**config.mk**
```make
export PLATFORM = sky130hd
export DESIGN_NAME = mcoi_link_reset_sequencer
export DESIGN_NICKNAME = d
export VERILOG_FILES = /design/src/rtl/mcoi_link_reset_sequencer_pkg.sv /design/src/rtl/mcoi_link_reset_sequencer_sync_2ff.sv /design/src/rtl/mcoi_link_reset_sequencer.sv
export SDC_FILE = /design/constraint.sdc
export NUM_CORES = 1
export LEC_CHECK = 0
export BUFFER_PORTS_ARGS = -buffer_cell sky130_fd_sc_hd__buf_2
export CAP_MARGIN = 20
export CORE_ASPECT_RATIO = 0.5
export CORE_MARGIN = 5
export CORE_UTILIZATION = 55
export DETAILED_ROUTE_END_ITERATION = 8
export PLACE_DENSITY = 0.77
export SYNTH_ARGS = -nofsm -noshare
export SYNTH_HDL_FRONTEND = slang
export SYNTH_HIERARCHICAL = 1
export SYNTH_SLANG_ARGS = --single-unit
```
**constraint.sdc**
```tcl
create_clock -name clk_ik -period 4.2 [get_ports clk_ik]
set_input_delay 0.63 -clock clk_ik [delete_from_list [all_inputs] [get_ports clk_ik]]
set_output_delay 0.63 -clock clk_ik [all_outputs]
set_load 0.02 [all_outputs]
```
**src/rtl/mcoi_link_reset_sequencer_pkg.sv**
```systemverilog
// Shared types and defaults for the MCOI GBT link reset sequencer.
package MCPkg;

  // Sequencer states; encodings are visible on state_o and must stay fixed.
  typedef enum logic [2:0] {
    ST_IDLE      = 3'd0,
    ST_WAIT_LOCK = 3'd1,
    ST_TX_RST    = 3'd2,
    ST_RX_RST    = 3'd3,
    ST_WAIT_RX   = 3'd4,
    ST_UP        = 3'd5
  } link_state_e;

  // Default width of the diagnostic event counters.
  localparam int C_CNT_W = 16;

  // Bits needed to hold values 0..max_val (at least one bit).
  function automatic int cnt_width(input int max_val);
    return (max_val < 2) ? 1 : $clog2(max_val + 1);
  endfunction

endpackage

```
**src/rtl/mcoi_link_reset_sequencer_sync_2ff.sv**
```systemverilog
// Two-flop synchronizer for a single asynchronous level. No reset, so the
// chain keeps tracking its input while the sequencer is held in reset.
module mcoi_sync_2ff (
  input  logic clk,
  input  logic d,
  output logic q
);

  logic meta;

  // Capture the async level, then give it a full cycle to settle.
  always_ff @(posedge clk) begin
    meta <= d;
    q    <= meta;
  end

endmodule

```
**src/rtl/mcoi_link_reset_sequencer.sv**
```systemverilog
// GBT link bring-up sequencer: waits for a stable PLL lock, pulses the TX
// and RX resets, waits for RX ready and keeps the link up, falling back to
// an RX reset on signal loss and to lock wait on PLL lock loss.
//
//   state     | meaning
//   ----------+---------------------------------------------------------
//   IDLE      | one cycle after reset release
//   WAIT_LOCK | filtering PLL lock with no LOS for G_LOCK_FILTER cycles
//   TX_RST    | GBT TX reset pulse, G_RST_CYCLES long
//   RX_RST    | GBT RX reset pulse, G_RST_CYCLES long (reloaded per entry)
//   WAIT_RX   | waiting for RX ready, retry RX reset after G_RX_TIMEOUT
//   UP        | link operational, user logic released
module mcoi_link_reset_sequencer
  import MCPkg::*;
#(
  parameter int G_LOCK_FILTER = 1000,
  parameter int G_RST_CYCLES  = 16,
  parameter int G_RX_TIMEOUT  = 100000,
  parameter int G_CNT_W       = C_CNT_W
) (
  input  logic               clk_ik,
  input  logic               rstn_ir,
  input  logic               pll_locked_i,
  input  logic               los_i,
  input  logic               rx_ready_i,
  output logic               gbt_tx_reset_o,
  output logic               gbt_rx_reset_o,
  output logic               user_reset_o,
  output logic               link_up_o,
  output logic [2:0]         state_o,
  output logic [G_CNT_W-1:0] relock_cnt_o,
  output logic [G_CNT_W-1:0] drop_cnt_o,
  output logic [G_CNT_W-1:0] timeout_cnt_o
);

  localparam int FILT_W  = cnt_width(G_LOCK_FILTER);
  localparam int TMR_MAX = (G_RST_CYCLES > G_RX_TIMEOUT) ? G_RST_CYCLES : G_RX_TIMEOUT;
  localparam int TMR_W   = cnt_width(TMR_MAX);

  // Filter counts up to its last qualifying cycle; the pulse/timeout timer
  // is a down-counter loaded with length-1 and terminates at zero.
  localparam logic [FILT_W-1:0] FILT_LAST = FILT_W'(G_LOCK_FILTER - 1);
  localparam logic [TMR_W-1:0]  RST_LOAD  = TMR_W'(G_RST_CYCLES - 1);
  localparam logic [TMR_W-1:0]  TMO_LOAD  = TMR_W'(G_RX_TIMEOUT - 1);

  logic lock_s;
  logic los_s;
  logic rdy_s;

  link_state_e         state;
  link_state_e         state_nxt;
  logic [FILT_W-1:0]   filt_cnt;
  logic [FILT_W-1:0]   filt_nxt;
  logic [TMR_W-1:0]    tmr;
  logic [TMR_W-1:0]    tmr_nxt;
  logic [G_CNT_W-1:0]  relock_nxt;
  logic [G_CNT_W-1:0]  drop_nxt;
  logic [G_CNT_W-1:0]  timeout_nxt;
  logic                tx_rst_nxt;
  logic                rx_rst_nxt;
  logic                user_rst_nxt;
  logic                link_up_nxt;

  function automatic logic [G_CNT_W-1:0] sat_inc(input logic [G_CNT_W-1:0] v);
    return (&v) ? v : v + G_CNT_W'(1);
  endfunction

  mcoi_sync_2ff u_sync_lock (
    .clk (clk_ik),
    .d   (pll_locked_i),
    .q   (lock_s)
  );

  mcoi_sync_2ff u_sync_los (
    .clk (clk_ik),
    .d   (los_i),
    .q   (los_s)
  );

  mcoi_sync_2ff u_sync_rdy (
    .clk (clk_ik),
    .d   (rx_ready_i),
    .q   (rdy_s)
  );

  // Next-state, timer reloads, event counting and output decode.
  always_comb begin
    state_nxt   = state;
    filt_nxt    = filt_cnt;
    tmr_nxt     = tmr;
    relock_nxt  = relock_cnt_o;
    drop_nxt    = drop_cnt_o;
    timeout_nxt = timeout_cnt_o;

    case (state)
      ST_IDLE: begin
        state_nxt = ST_WAIT_LOCK;
        filt_nxt  = '0;
      end

      ST_WAIT_LOCK: begin
        if (lock_s && !los_s) begin
          if (filt_cnt == FILT_LAST) begin
            state_nxt = ST_TX_RST;
            filt_nxt  = '0;
            tmr_nxt   = RST_LOAD;
          end else begin
            filt_nxt = filt_cnt + FILT_W'(1);
          end
        end else begin
          filt_nxt = '0;
        end
      end

      ST_TX_RST: begin
        if (!lock_s) begin
          state_nxt = ST_WAIT_LOCK;
          filt_nxt  = '0;
        end else if (tmr == '0) begin
          state_nxt = ST_RX_RST;
          tmr_nxt   = RST_LOAD;
        end else begin
          tmr_nxt = tmr - TMR_W'(1);
        end
      end

      ST_RX_RST: begin
        if (!lock_s) begin
          state_nxt = ST_WAIT_LOCK;
          filt_nxt  = '0;
        end else if (tmr == '0) begin
          state_nxt = ST_WAIT_RX;
          tmr_nxt   = TMO_LOAD;
        end else begin
          tmr_nxt = tmr - TMR_W'(1);
        end
      end

      ST_WAIT_RX: begin
        if (!lock_s) begin
          state_nxt = ST_WAIT_LOCK;
          filt_nxt  = '0;
        end else if (rdy_s) begin
          state_nxt = ST_UP;
        end else if (tmr == '0) begin
          state_nxt   = ST_RX_RST;
          tmr_nxt     = RST_LOAD;
          timeout_nxt = sat_inc(timeout_cnt_o);
        end else begin
          tmr_nxt = tmr - TMR_W'(1);
        end
      end

      ST_UP: begin
        // Lock loss wins over LOS/ready loss and counts only as a relock.
        if (!lock_s) begin
          state_nxt  = ST_WAIT_LOCK;
          filt_nxt   = '0;
          relock_nxt = sat_inc(relock_cnt_o);
        end else if (los_s || !rdy_s) begin
          state_nxt = ST_RX_RST;
          tmr_nxt   = RST_LOAD;
          drop_nxt  = sat_inc(drop_cnt_o);
        end
      end

      default: begin
        state_nxt = ST_IDLE;
      end
    endcase

    // Decoded from the next state so the registered outputs move with state.
    tx_rst_nxt   = (state_nxt inside {ST_IDLE, ST_WAIT_LOCK, ST_TX_RST});
    rx_rst_nxt   = !(state_nxt inside {ST_WAIT_RX, ST_UP});
    user_rst_nxt = (state_nxt != ST_UP);
    link_up_nxt  = (state_nxt == ST_UP);
  end

  // State register with its filter and pulse/timeout timers.
  always_ff @(posedge clk_ik) begin
    if (!rstn_ir) begin
      state    <= ST_IDLE;
      filt_cnt <= '0;
      tmr      <= '0;
    end else begin
      state    <= state_nxt;
      filt_cnt <= filt_nxt;
      tmr      <= tmr_nxt;
    end
  end

  // Diagnostic event counters.
  always_ff @(posedge clk_ik) begin
    if (!rstn_ir) begin
      relock_cnt_o  <= '0;
      drop_cnt_o    <= '0;
      timeout_cnt_o <= '0;
    end else begin
      relock_cnt_o  <= relock_nxt;
      drop_cnt_o    <= drop_nxt;
      timeout_cnt_o <= timeout_nxt;
    end
  end

  // Registered reset and status outputs.
  always_ff @(posedge clk_ik) begin
    if (!rstn_ir) begin
      gbt_tx_reset_o <= 1'b1;
      gbt_rx_reset_o <= 1'b1;
      user_reset_o   <= 1'b1;
      link_up_o      <= 1'b0;
    end else begin
      gbt_tx_reset_o <= tx_rst_nxt;
      gbt_rx_reset_o <= rx_rst_nxt;
      user_reset_o   <= user_rst_nxt;
      link_up_o      <= link_up_nxt;
    end
  end

  assign state_o = state;

endmodule

```
==> summary.md <==
| Metric | Value |
|---|---|
| Clock tree sinks | `88` |
| CP peak stage delay | `810 ps` |
| Initial Util | `57.9%` |
| Total congestion overflow | `0` |
| Worst hold-check path type | `reg2reg` |
| Row count | `22` |
| Critical Path End Type | `register` |
| Synth Flop Type | `dfxtp_1` |
| Via count | `4025` |
| Syn-to-layout area delta | `15.4%` |
| Inserted Clock Buffers | `9` |
| Clock Latency Late Sink | `340 ps` |
| Post-route ant nets | `0` |
| Largest net degree at the start of global routing | `55` |
| Post-synth top area cell | `dfxtp_1` |
| Slowest CP cell | `or4_1` |
| DP Area | `4710 µm²` |
| Drt first pass iters | `4` |
| Ys async rst share | `0%` |
| Slew margin rel. | `27.2%` |
| Critical Path Most Common Cell | `or4_1` |
| Endpoints failing hold | `0` |
| Synthesized instance count | `513` |
| Share of cells above drive strength 1 | `15.7%` |
| Synth top area cells | `dfxtp_1 (41%), nor2_1 (5.2%), xnor2_1 (4.6%)` |
| Syn_area_per_cell | `8.48 µm²` |
| Die height | `72.9 µm` |
| Drt first-iter violations | `258` |
| RSZ-0062 raised after global routing | `false` |
| Detailed Route WL | `9.81 mm` |
| Drc violations | `0` |
| Max Transition Viols Final | `0` |
| Post-synthesis register bit count | `88` |
| DP HPWL | `6.85 mm` |
| MaxCap Viol Count | `0` |
| Worst-case clock buffer depth | `2` |
| N_diodes | `0` |
| Final setup vio count | `0` |
| Hold Buf Count CTS | `0` |
| Power, Total | `2360 µW` |
| Core Area | `7510 µm²` |
| Mapped cell area | `4350 µm²` |
| Post-route minimum period | `2740 ps` |
| LEAKAGE | `0.00185 µW` |
| Fin crit share | `65.2%` |
| Clock transition at path regs | `70 ps` |
| Worst Path Max Fanout | `18` |
| Cells along the critical path | `nor4_1 -> nand4_2 -> or4_1 -> or4_1 -> nand2_1` |
| H-tree depth | `3` |
| CTS tree | `built` |
| # Post-CTS Setup Buffers | `0` |
| Pwr Density | `471 nW/µm²` |
| Initial antenna violation count | `0` |
| EDFF count, synth | `0` |
| Outcome | `finished clean` |
| Worst vdd ir | `235 µV` |
| DIE AREA | `9890 µm²` |
| WS Path Type | `reg2reg` |
| Vias in the first global route | `3513` |
| Ys Warns | `6` |
| WP buf/inv | `0` |
| Syn nets | `525` |
| Post-CTS sizing | `0` |
| Startpoint Class | `register` |
| Synth cell types | `56` |
| Wirelength per Cell | `14.5 µm` |
| Post-synth top area share | `40.5%` |
| Post-synthesis sequential area ratio | `40.5%` |
| Vias per std cell | `5.95` |
| Clk_skew | `3.97 ps` |
| Chip Width | `136 µm` |
| Worst Path Arrival | `3020 ps` |
| Fmax | `0.365 GHz` |
| Tot GR Track Use | `20.2%` |
| IO Port Bufs | `59` |
| Setup TNS | `0 ps` |
| CP delay by family, top | `simple AND/OR/NAND/NOR gates` |
| Critical Path RT | `4480 ps` |
| Root Driver | `clkbuf_16` |
| First-pass GRT wire length | `16.4 mm` |
| Worst Tran Pin Value | `1080 ps` |
| Nets | `575` |
| Ports | `60` |
| GP Congestion | `0.849` |
| Finished Cell Area | `5020 µm²` |
-- flip-flops by register name, summed over array words and instances (netlist names), 3 cells and up --
register	cells
relock_cnt_o	16
timeout_cnt_o	16
state_o	3
tmr	17
drop_cnt_o	16
filt_cnt	10
-- metrics by stage --
step           utilization [%]  hold WS [ps]  setup slack [ps]  std cells
2_1_floorplan                -           310              2000        513
3_5_place_dp              62.7           316              1550        660
5_1_grt                   66.8           339              1200        676
6_report                  66.8           329              1460        676
4_1_cts                   66.8           331              1540        676
3_3_place_gp              62.7           313              1630        660
-- report_power, final --
part	total, µW	switching (µW)	internal (µW)
clock network	810	344	466
logic	610	392	218
registers	945	67.7	877
total	2360	804	1560
-- layer usage --
metal | part of all wire (%) | vias up | track usage, % | wire [µm]
li1 | - | 2015 | - | -
met1 | 48 | 1898 | 26.1 | 4680
met2 | 45 | 103 | 33.9 | 4460
met3 | 5.8 | 9 | 5.37 | 572
met4 | 0.94 | 0 | 5.59 | 92
met5 | 0 | - | 0 | 0
-- placed cells by master (no fill, tap or decap), types with 4 or more instances in the layout --
cell        n
dfxtp_1    88
nor2_1     60
buf_2      59
nand2_1    38
nand4_1    24
xnor2_1    23
nor4_1     21
a21oi_1    21
nand3_1    19
nor3_1     16
o21ai_0    14
xor2_1     13
or3_1      12
inv_1      11
a31oi_1    11
clkbuf_16   9
nand2b_1    7
and3_1      7
a211oi_1    7
ha_1        7
and4_1      6
and2_1      6
mux2i_1     6
nor2b_1     5
or4_1       5
o211ai_1    5
nor3b_1     4
o21a_1      4
a311oi_1    4
a32o_1      4
-- cell usage after synthesis, types with 4 or more instances --
| library cell | instances |
|---|---|
| a31oi_1 | 11 |
| and4_1 | 6 |
| o21a_1 | 4 |
| nor2b_1 | 5 |
| a211oi_1 | 7 |
| dfxtp_1 | 88 |
| or4_1 | 5 |
| nand3_1 | 19 |
| nor3b_1 | 4 |
| xor2_1 | 13 |
| nor4_1 | 21 |
| o211ai_1 | 5 |
| a32o_1 | 4 |
| nand2_1 | 38 |
| a311oi_1 | 4 |
| nor2_1 | 60 |
| clkbuf_1 | 22 |
| o21ai_0 | 14 |
| mux2i_1 | 6 |
| nand2b_1 | 7 |
| ha_1 | 7 |
| and3_1 | 7 |
| xnor2_1 | 23 |
| or3_1 | 12 |
| and2_1 | 6 |
| a21oi_1 | 21 |
| nand4_1 | 24 |
| inv_1 | 11 |
| nor3_1 | 16 |
-- path summary, 6_finish.rpt --
kind / start / end / slack (ps) / cells after the start
setup / recovery: tmr[4] / timeout_cnt_o[8] / 1460 / 5
hold / removal: u_sync_rdy/meta / u_sync_rdy/q / 330 / 0
hold reg to reg: u_sync_rdy/meta / u_sync_rdy/q / 330 / 0
setup reg to reg: tmr[4] / timeout_cnt_o[8] / 1460 / 5
-- layout make-up --
type	count	area (µm²)
clock inverter	7	78.8
fill	643	2500
tap	108	135
clock buffer	9	225
sequential	88	1760
multi-input combinational	390	2450
inverter	12	45.0
timing repair buffer	62	318
-- kinds of logic (layout without fill, tap and decap cells) --
| kind of cell | after synthesis | count (layout) | share of synthesized area (%) |
|---|---|---|---|
| and+or+nand+nor | 243 | 243 | 30.3 |
| AOI/OAI and AO/OA | 98 | 98 | 15.5 |
| DFF | 88 | 88 | 40.5 |
| xor gates and xnor gates | 36 | 36 | 7.25 |
| buffers and inverters | 35 | 90 | 3.05 |
| adders and majority gates | 7 | 7 | 2.01 |
| muxes | 6 | 6 | 1.38 |
No activity file was read; power rests on OpenSTA's default activity.
